`config.mk`:
```
export PLATFORM = sky130hd
export DESIGN_NAME = cpu_sequencer
export DESIGN_NICKNAME = d
export VERILOG_FILES = /design/src/rtl/cpu_sequencer.sv
export SDC_FILE = /design/constraint.sdc
export NUM_CORES = 1
export LEC_CHECK = 0
export ABC_CLOCK_PERIOD_IN_PS = 1800
export BUFFER_PORTS_ARGS = -buffer_cell sky130_fd_sc_hd__buf_2
export CORE_ASPECT_RATIO = 0.5
export CORE_MARGIN = 5
export CORE_UTILIZATION = 30
export DETAILED_ROUTE_END_ITERATION = 10
export HOLD_SLACK_MARGIN = 0.06
export SETUP_SLACK_MARGIN = 0.4
export SYNTH_ARGS = -nofsm -noshare
export SYNTH_HDL_FRONTEND = slang
export SYNTH_SLANG_ARGS = --single-unit
```
`constraint.sdc`:
```
create_clock -name clk -period 1.8 [get_ports clk]
set_input_delay 0.09 -clock clk [delete_from_list [all_inputs] [get_ports clk]]
set_output_delay 0.09 -clock clk [all_outputs]
set_load 0.01 [all_outputs]
```
`src/rtl/cpu_sequencer.sv`:
```
// Instruction-cycle controller: FETCH/DECODE/EXECUTE/WRITE_BACK/HALT sequencing with
// fetch wait-states, multi-cycle ALU, single-step debug, fetch timeout fault and counters.
module cpu_sequencer #(
   parameter int CNT_W         = 32,
   parameter int FETCH_TIMEOUT = 16
) (
   input  logic             clk,
   input  logic             reset,
   input  logic             mem_ready,
   input  logic             halt_inst,
   input  logic             is_branch,
   input  logic             is_negated_branch,
   input  logic             cond_bit,
   input  logic             alu_multicycle,
   input  logic             alu_done,
   input  logic             run,
   input  logic             step,
   input  logic             resume,
   output logic [2:0]       state,
   output logic             fetch_req,
   output logic             ir_load,
   output logic             alu_start,
   output logic             pc_enable,
   output logic             take_branch,
   output logic             reg_we,
   output logic             halted,
   output logic             fault,
   output logic [CNT_W-1:0] cycle_count,
   output logic [CNT_W-1:0] instret
);

   typedef enum logic [2:0] {
      S_FETCH      = 3'd0,
      S_DECODE     = 3'd1,
      S_EXECUTE    = 3'd2,
      S_WRITE_BACK = 3'd3,
      S_HALT       = 3'd4
   } state_e;

   localparam logic [7:0] TIMEOUT = 8'(FETCH_TIMEOUT);

   state_e           state_q, state_d;
   logic             armed_q, armed_d;
   logic             exec_first_q, exec_first_d;
   logic             fault_q, fault_d;
   logic [7:0]       wait_q, wait_d;
   logic [CNT_W-1:0] cycle_q, cycle_d;
   logic [CNT_W-1:0] instret_q, instret_d;

   logic fetch_req_c, ir_load_c, alu_start_c, pc_enable_c, take_branch_c, reg_we_c;

   // Handshakes: an instruction transfers in a cycle where fetch_req and mem_ready are
   // both high (ir_load); a multi-cycle op completes in the EXECUTE cycle where alu_done is high.
   always_comb begin
      state_d       = state_q;
      armed_d       = armed_q;
      exec_first_d  = 1'b0;
      fault_d       = fault_q;
      wait_d        = wait_q;
      instret_d     = instret_q;
      cycle_d       = (state_q != S_HALT) ? cycle_q + CNT_W'(1) : cycle_q;
      fetch_req_c   = 1'b0;
      ir_load_c     = 1'b0;
      alu_start_c   = 1'b0;
      pc_enable_c   = 1'b0;
      take_branch_c = 1'b0;
      reg_we_c      = 1'b0;

      case (state_q)
         S_FETCH: begin
            fetch_req_c = run | armed_q;
            if (!run && step) armed_d = 1'b1;
            if (fetch_req_c && mem_ready) begin
               ir_load_c = 1'b1;
               state_d   = S_DECODE;
               armed_d   = 1'b0;
               wait_d    = 8'd0;
            end else if (fetch_req_c) begin
               // Fault on the wait cycle that brings the count up to the timeout.
               if (wait_q == TIMEOUT - 8'd1) begin
                  state_d = S_HALT;
                  fault_d = 1'b1;
                  wait_d  = 8'd0;
               end else begin
                  wait_d = wait_q + 8'd1;
               end
            end
         end
         S_DECODE: begin
            if (halt_inst) begin
               state_d = S_HALT;
            end else begin
               state_d      = S_EXECUTE;
               exec_first_d = 1'b1;
            end
         end
         S_EXECUTE: begin
            alu_start_c = alu_multicycle & exec_first_q;
            if (!alu_multicycle || alu_done) state_d = S_WRITE_BACK;
         end
         S_WRITE_BACK: begin
            pc_enable_c   = 1'b1;
            take_branch_c = is_branch & (cond_bit ^ is_negated_branch);
            reg_we_c      = ~is_branch;
            instret_d     = instret_q + CNT_W'(1);
            state_d       = S_FETCH;
         end
         S_HALT: begin
            if (resume) begin
               pc_enable_c = 1'b1;
               state_d     = S_FETCH;
            end
         end
         default: state_d = S_FETCH;
      endcase
   end

   always_ff @(posedge clk) begin
      if (reset) begin
         state_q      <= S_FETCH;
         armed_q      <= 1'b0;
         exec_first_q <= 1'b0;
         fault_q      <= 1'b0;
         wait_q       <= 8'd0;
         cycle_q      <= '0;
         instret_q    <= '0;
      end else begin
         state_q      <= state_d;
         armed_q      <= armed_d;
         exec_first_q <= exec_first_d;
         fault_q      <= fault_d;
         wait_q       <= wait_d;
         cycle_q      <= cycle_d;
         instret_q    <= instret_d;
      end
   end

   // Reset suppresses every pulse so an abandoned instruction never commits.
   assign fetch_req   = fetch_req_c   & ~reset;
   assign ir_load     = ir_load_c     & ~reset;
   assign alu_start   = alu_start_c   & ~reset;
   assign pc_enable   = pc_enable_c   & ~reset;
   assign take_branch = take_branch_c & ~reset;
   assign reg_we      = reg_we_c      & ~reset;

   assign state       = state_q;
   assign halted      = (state_q == S_HALT);
   assign fault       = fault_q;
   assign cycle_count = cycle_q;
   assign instret     = instret_q;

endmodule

```
; ---- Word level (Yosys, flattened, before mapping)
; Cells that the tools add are included.
[word_totals]
register_bits = 78
latchBits = 0
mem_bits_rw = 0
rom_bits = 0
inputBits = 12
out_inout_bits = 75
elab_cells = 68
memories = 0
[op_classes]
n_addsub = 3
multipliers = 0
n_div = 0
n_lt_le_gt_ge = 0
n_eq_ne = 10
n_shift = 0
mux = 21
n_bitwise = 14
reduce_logical = 13
[op_table]
columns = operator, count
row1 = 32-bit by 1-bit adder with 32-bit output (second input constant), 2
row2 = 8-bit two-way mux, 3
row3 = 3-bit two-way mux, 6
row4 = 3-bit case mux with 4 select lines, 1
row5 = 1-bit two-way mux, 10
row6 = 3-bit inequality test (second input constant), 3
row7 = 8-bit by 1-bit adder with 8-bit output (second input constant), 1
row8 = 1-bit AND, 8
row9 = 8-bit by 4-bit == test with 1-bit output (second input constant), 1
row10 = 4-bit AND reduction, 2
row11 = 3-bit by 2-bit == test with 1-bit output (second input constant), 2
row12 = 2-bit inequality test (second input constant), 2
row13 = 1-bit inverter, 4
row14 = 2-bit AND reduction, 2
row15 = 2-bit nonzero test, 2
row16 = 3-bit by 1-bit == test with 1-bit output (second input constant), 1
row17 = 3-bit == test (second input constant), 1
row18 = 3-bit logical NOT, 1
row19 = 1-bit logical AND, 2
row20 = 1-bit logical NOT, 2
row21 = 1-bit case mux with 2 select lines, 1
row22 = 2-bit OR reduction, 1
row23 = 1-bit logical OR, 1
row24 = 1-bit OR, 1
row25 = 1-bit bitwise XOR, 1

; ---- Depth between registers and ports, before layout
[depth]
word_depth = 5
mapped_depth = 6
mapped_depth_nobuf = 5

; ---- Worst setup path after synthesis
; No wires, ideal clock.
[synth_path]
path_type = reg-to-reg
start = register state_q[1], in the netlist state[1]
end = register cycle_q[30], in the netlist cycle_count[30]
setup_time_ns = 0.121
arrival_time_ns = 1.895
required_time_ns = 1.679
setup_slack_ns = -0.215
stages_incl_launch_ff = 7
n_path_buf = 1
synth_period_minus_slack_ns = 2.015
path_cell_list = dfxtp_1 -> or3b_1 -> clkbuf_1 -> inv_2 -> or4_1 -> nor4_1 -> mux2_2
[synth_via]
elab_chain_len = 1
[synth_rtl]
columns = item, line_no
row1 = "start, declared", 42  ; state_e state_q, state_d;
row2 = "start signal, assigned", 128  ; state_q <= state_d;
row3 = 3-bit inequality test, 61  ; cycle_d = (state_q != S_HALT) ? cycle_q + CNT_W'(1) : cycle_q;
row4 = "end signal, assigned", 133  ; cycle_q <= cycle_d;
row5 = "end, declared", 47  ; logic [CNT_W-1:0] cycle_q, cycle_d;
; Every way passes these cells.
; A chain may end at the register's enable or synchronous reset.

; ---- Worst setup path in the final report
[layout_path]
start = register cycle_q[10], in the netlist cycle_count[10]
end = register cycle_q[18], in the netlist cycle_count[18]
[layout_via]
elab_chain_len = 1
[layout_rtl]
columns = item, line_no
row1 = 32-bit by 1-bit adder with 32-bit output, 61
; Every way passes these cells.

==> reports/summary.txt <==
cell count along the critical path - 5
element type at the critical path start - register
leakage component of the power - 0.003094 uW
Port-buffer cells - 86
VDD IR-drop max - 0.4466 mV
Clock Root Buffer - sky130_fd_sc_hd__clkbuf_16
critical hold path startpoint - mem_ready
maximum single-stage delay on the critical path - 0.52 ns
total congestion overflow after global routing - 0
max-capacitance violation count - 0
Mapped Area - 3905 sq um
Register-to-Register Setup Slack - -0.11 ns
htree depth - 3
violations in the final reports - negative setup slack
1st-pass router iterations - 4
Total Routed Length - 13,470 microns
final critical-path required period - 1.912 ns
die width - 171.4 microns
run status - finished with violations
clock tree from TritonCTS - yes
setup repair after global routing missed its margin - yes
detailed-route vias per instance - 5.058
number of CTS-inserted buffers - 9
clock-pin slew on the worst setup and hold paths - 0.06 ns
critical path arrival - 2.18 ns
R2R Path End - cycle_count[18]
first-pass GRT wire length - 20,440 microns
Initial DRC Count - 213
placement row count - 29
critical path cell sequence - nand4_1 -> or4_4 -> buf_6 -> or4_1 -> a21oi_1
slew at the pin with the worst max-slew slack - 0.5046 ns
WP data required - 2.06 ns
post-place setup slack - -0.1511 ns
final count of negative-setup-slack endpoints - 24
Post-Layout Inst Area - 7315 sq um
Post-Synthesis Mean Instance Area - 8.273 sq um
maximum fanout encountered on the critical timing path - 13
Die ar. - 15,540 sq um
setup TNS - -1.645 ns
via count - 4,461
worst setup path endpoint - cycle_count[18]
maximum number of pins on one net before global-route repair - 36
sequential cell area fraction in the yosys report - 39.99%
post-route clock period utilization - 106.2%
Layout Nets - 722
CP Buf/Inv Count - 1
HPWL reported at the end of detailed placement - 8320 microns
kind of cell with the highest combined delay on the critical path - simple AND/OR/NAND/NOR gates
headroom to the max-slew limit - 66.36%
final setup slack of the worst path - -0.1120 ns
Max Slew Vio Count - 0
final estimated routing congestion in global placement - 0.7688
GRT Overall Usage - 15.97%
Final Hold Viols - 0
post-route antenna net violation count - 0
Crit Reg-Reg Startpoint - cycle_count[10]
vertical die dimension - 90.68 microns
Yosys warning count - 0
flop and latch count out of synthesis - 78
cell with the biggest individual delay on the critical path - sky130_fd_sc_hd__or4_4
startpoint of the worst setup timing path - cycle_count[10]
routed len/inst - 15.27 microns
Area Overhead vs Synth - 87.31%
Floorplan Core Area - 12,700 sq um
worst hold stages - 2
Remaining DRCs - 0
effective utilization at floorplan - 30.75%
buffer depth of the longest clock path - 2
layout cells sized above 1 - 62.08%
kind of capture point of the worst setup path - register
Min-Delay Path Class - input pin to register
gate count of the mapped netlist - 472
number of distinct library cells after synthesis - 43
crit path kind - register to register
initial antenna violation count - 0
number of sinks driven by the clock tree - 78
r2r worst-path depth - 5
vias in the first global route - 4,112
final antenna diode count - 0
FMAX - 523.0 MHz
P per Cell Area - 573.9 nW/um^2
Finished Core Util - 57.60%
clk_skew - 0.005606 ns
Placed Instance Area - 5480 sq um
synthesized net count - 487
clk_lat worst skew - 0.34 ns
I/O pin count - 87
-- stage by stage --
step	hold slack [ns]	total power (uW)	instances
after global placement	0.3323	2182	788
after global routing	0.09223	4354	882
final	0.08405	4198	882
after CTS	0.07096	4173	850
after detailed placement	0.3351	2190	788
after floorplan	0.1974	2050	472
-- worst min path at each step --
stage               slack (ns)       end
finish                    0.08   armed_q
global route              0.09   armed_q
CTS                       0.07   armed_q
detailed placement        0.34  state[2]
global placement          0.33  state[2]
floorplan                 0.20  state[2]
-- where the power goes --
part           leakage (uW)  total, uW  internal, uW  switching [uW]
combinational       0.00230        635           328             307
clock              0.000134       1800          1070             731
sequential         0.000660       1760          1730            32.7
-- routing by layer --
metal | routed length, microns | vias up | global-route usage [%]
li1 | - | 2227 | -
met1 | 5890 | 2163 | 20.08
met2 | 6968 | 54 | 27.55
met3 | 437 | 17 | 3.542
met4 | 173 | 0 | 4.351
met5 | 0 | - | 0
-- flip-flops by register name, summed over array words and instances, names as in the netlist --
| register | count |
|---|---|
| wait_q | 8 |
| fault | 1 |
| cycle_count | 32 |
| state | 3 |
| exec_first_q | 1 |
| armed_q | 1 |
| instret | 32 |
-- area by class of cell --
type	count	area, sq um
Inverter	10	40.04
Sequential cell	78	1683
Clock buffer	10	229.0
Tap cell	170	212.7
Clock inverter	6	62.56
Fill cell	1078	5385
Timing Repair Buffer	249	1977
Multi-Input combinational cell	359	3110
-- Yosys cell counts (all sizes together) --
| master | number | area [sq um] |
|---|---|---|
| o21a | 1 | 7.510 |
| and3 | 6 | 38.79 |
| o32ai | 1 | 8.760 |
| nor2b | 13 | 81.33 |
| ha | 3 | 37.54 |
| and2 | 4 | 25.02 |
| a211oi | 1 | 7.510 |
| dfxtp | 78 | 1562 |
| buf | 5 | 27.52 |
| or3b | 1 | 8.760 |
| or3 | 6 | 37.54 |
| o31ai | 24 | 180.2 |
| nor4bb | 1 | 10.01 |
| a21oi | 33 | 165.2 |
| nand3b | 5 | 37.54 |
| xnor2 | 13 | 113.9 |
| nor2 | 54 | 202.7 |
| a31oi | 1 | 6.260 |
| xor2 | 13 | 113.9 |
| o21bai | 1 | 7.510 |
| nand4 | 18 | 118.9 |
| o41ai | 1 | 8.760 |
| or4 | 29 | 217.7 |
| nand3 | 24 | 120.1 |
| clkbuf | 22 | 82.58 |
| nand2 | 35 | 131.4 |
| mux2 | 15 | 168.9 |
| nand4b | 1 | 8.760 |
| a311oi | 1 | 8.760 |
| nor4 | 14 | 87.58 |
| mux2i | 2 | 20.02 |
| inv | 10 | 37.53 |
| nor3 | 19 | 95.09 |
| a21o | 1 | 7.510 |
| o21ai | 8 | 40.04 |
| and4b | 1 | 10.01 |
| and4 | 7 | 62.56 |
-- kinds of logic (layout without fill, tap and decap cells) --
kind of cell / Yosys count / after routing / synth area share [%]
mux: 17 / 17 / 4.838
xor+xnor: 26 / 26 / 5.832
fa+ha+maj: 3 / 3 / 0.9613
simple gates: 238 / 240 / 33.13
compound gates: 73 / 73 / 11.47
flops: 78 / 78 / 39.99
buf+inv: 37 / 275 / 3.781
-- timing repair --
action | 4_1_cts | 5_1_grt
cloned | 3 | 1
setup buffers | 41 | 31
hold buffers | 2 | 0
pin swaps | 44 | 58
hold endpoints to repair | 2 | 0
resized for setup | 110 | 98
endpoints found under the setup margin | 66 | 76
-- cell usage in the layout, fill, tap and decap left out, types with 16 or more instances in the layout --
| master | netlist | layout |
|---|---|---|
| sky130_fd_sc_hd__nand4_1 | 17 | 17 |
| sky130_fd_sc_hd__buf_2 | 1 | 85 |
| sky130_fd_sc_hd__dfxtp_1 | 78 | 31 |
| sky130_fd_sc_hd__nand3_1 | 24 | 17 |
| sky130_fd_sc_hd__nor2_1 | 54 | 52 |
| sky130_fd_sc_hd__dfxtp_2 | 0 | 22 |
| sky130_fd_sc_hd__dfxtp_4 | 0 | 25 |
| sky130_fd_sc_hd__buf_4 | 0 | 95 |
| sky130_fd_sc_hd__nand2_1 | 35 | 29 |
| sky130_fd_sc_hd__buf_6 | 1 | 58 |
| sky130_fd_sc_hd__a21oi_1 | 33 | 16 |
| sky130_fd_sc_hd__a21oi_2 | 0 | 16 |
| sky130_fd_sc_hd__or4_4 | 0 | 19 |
No activity file was read; power rests on OpenSTA's default activity.
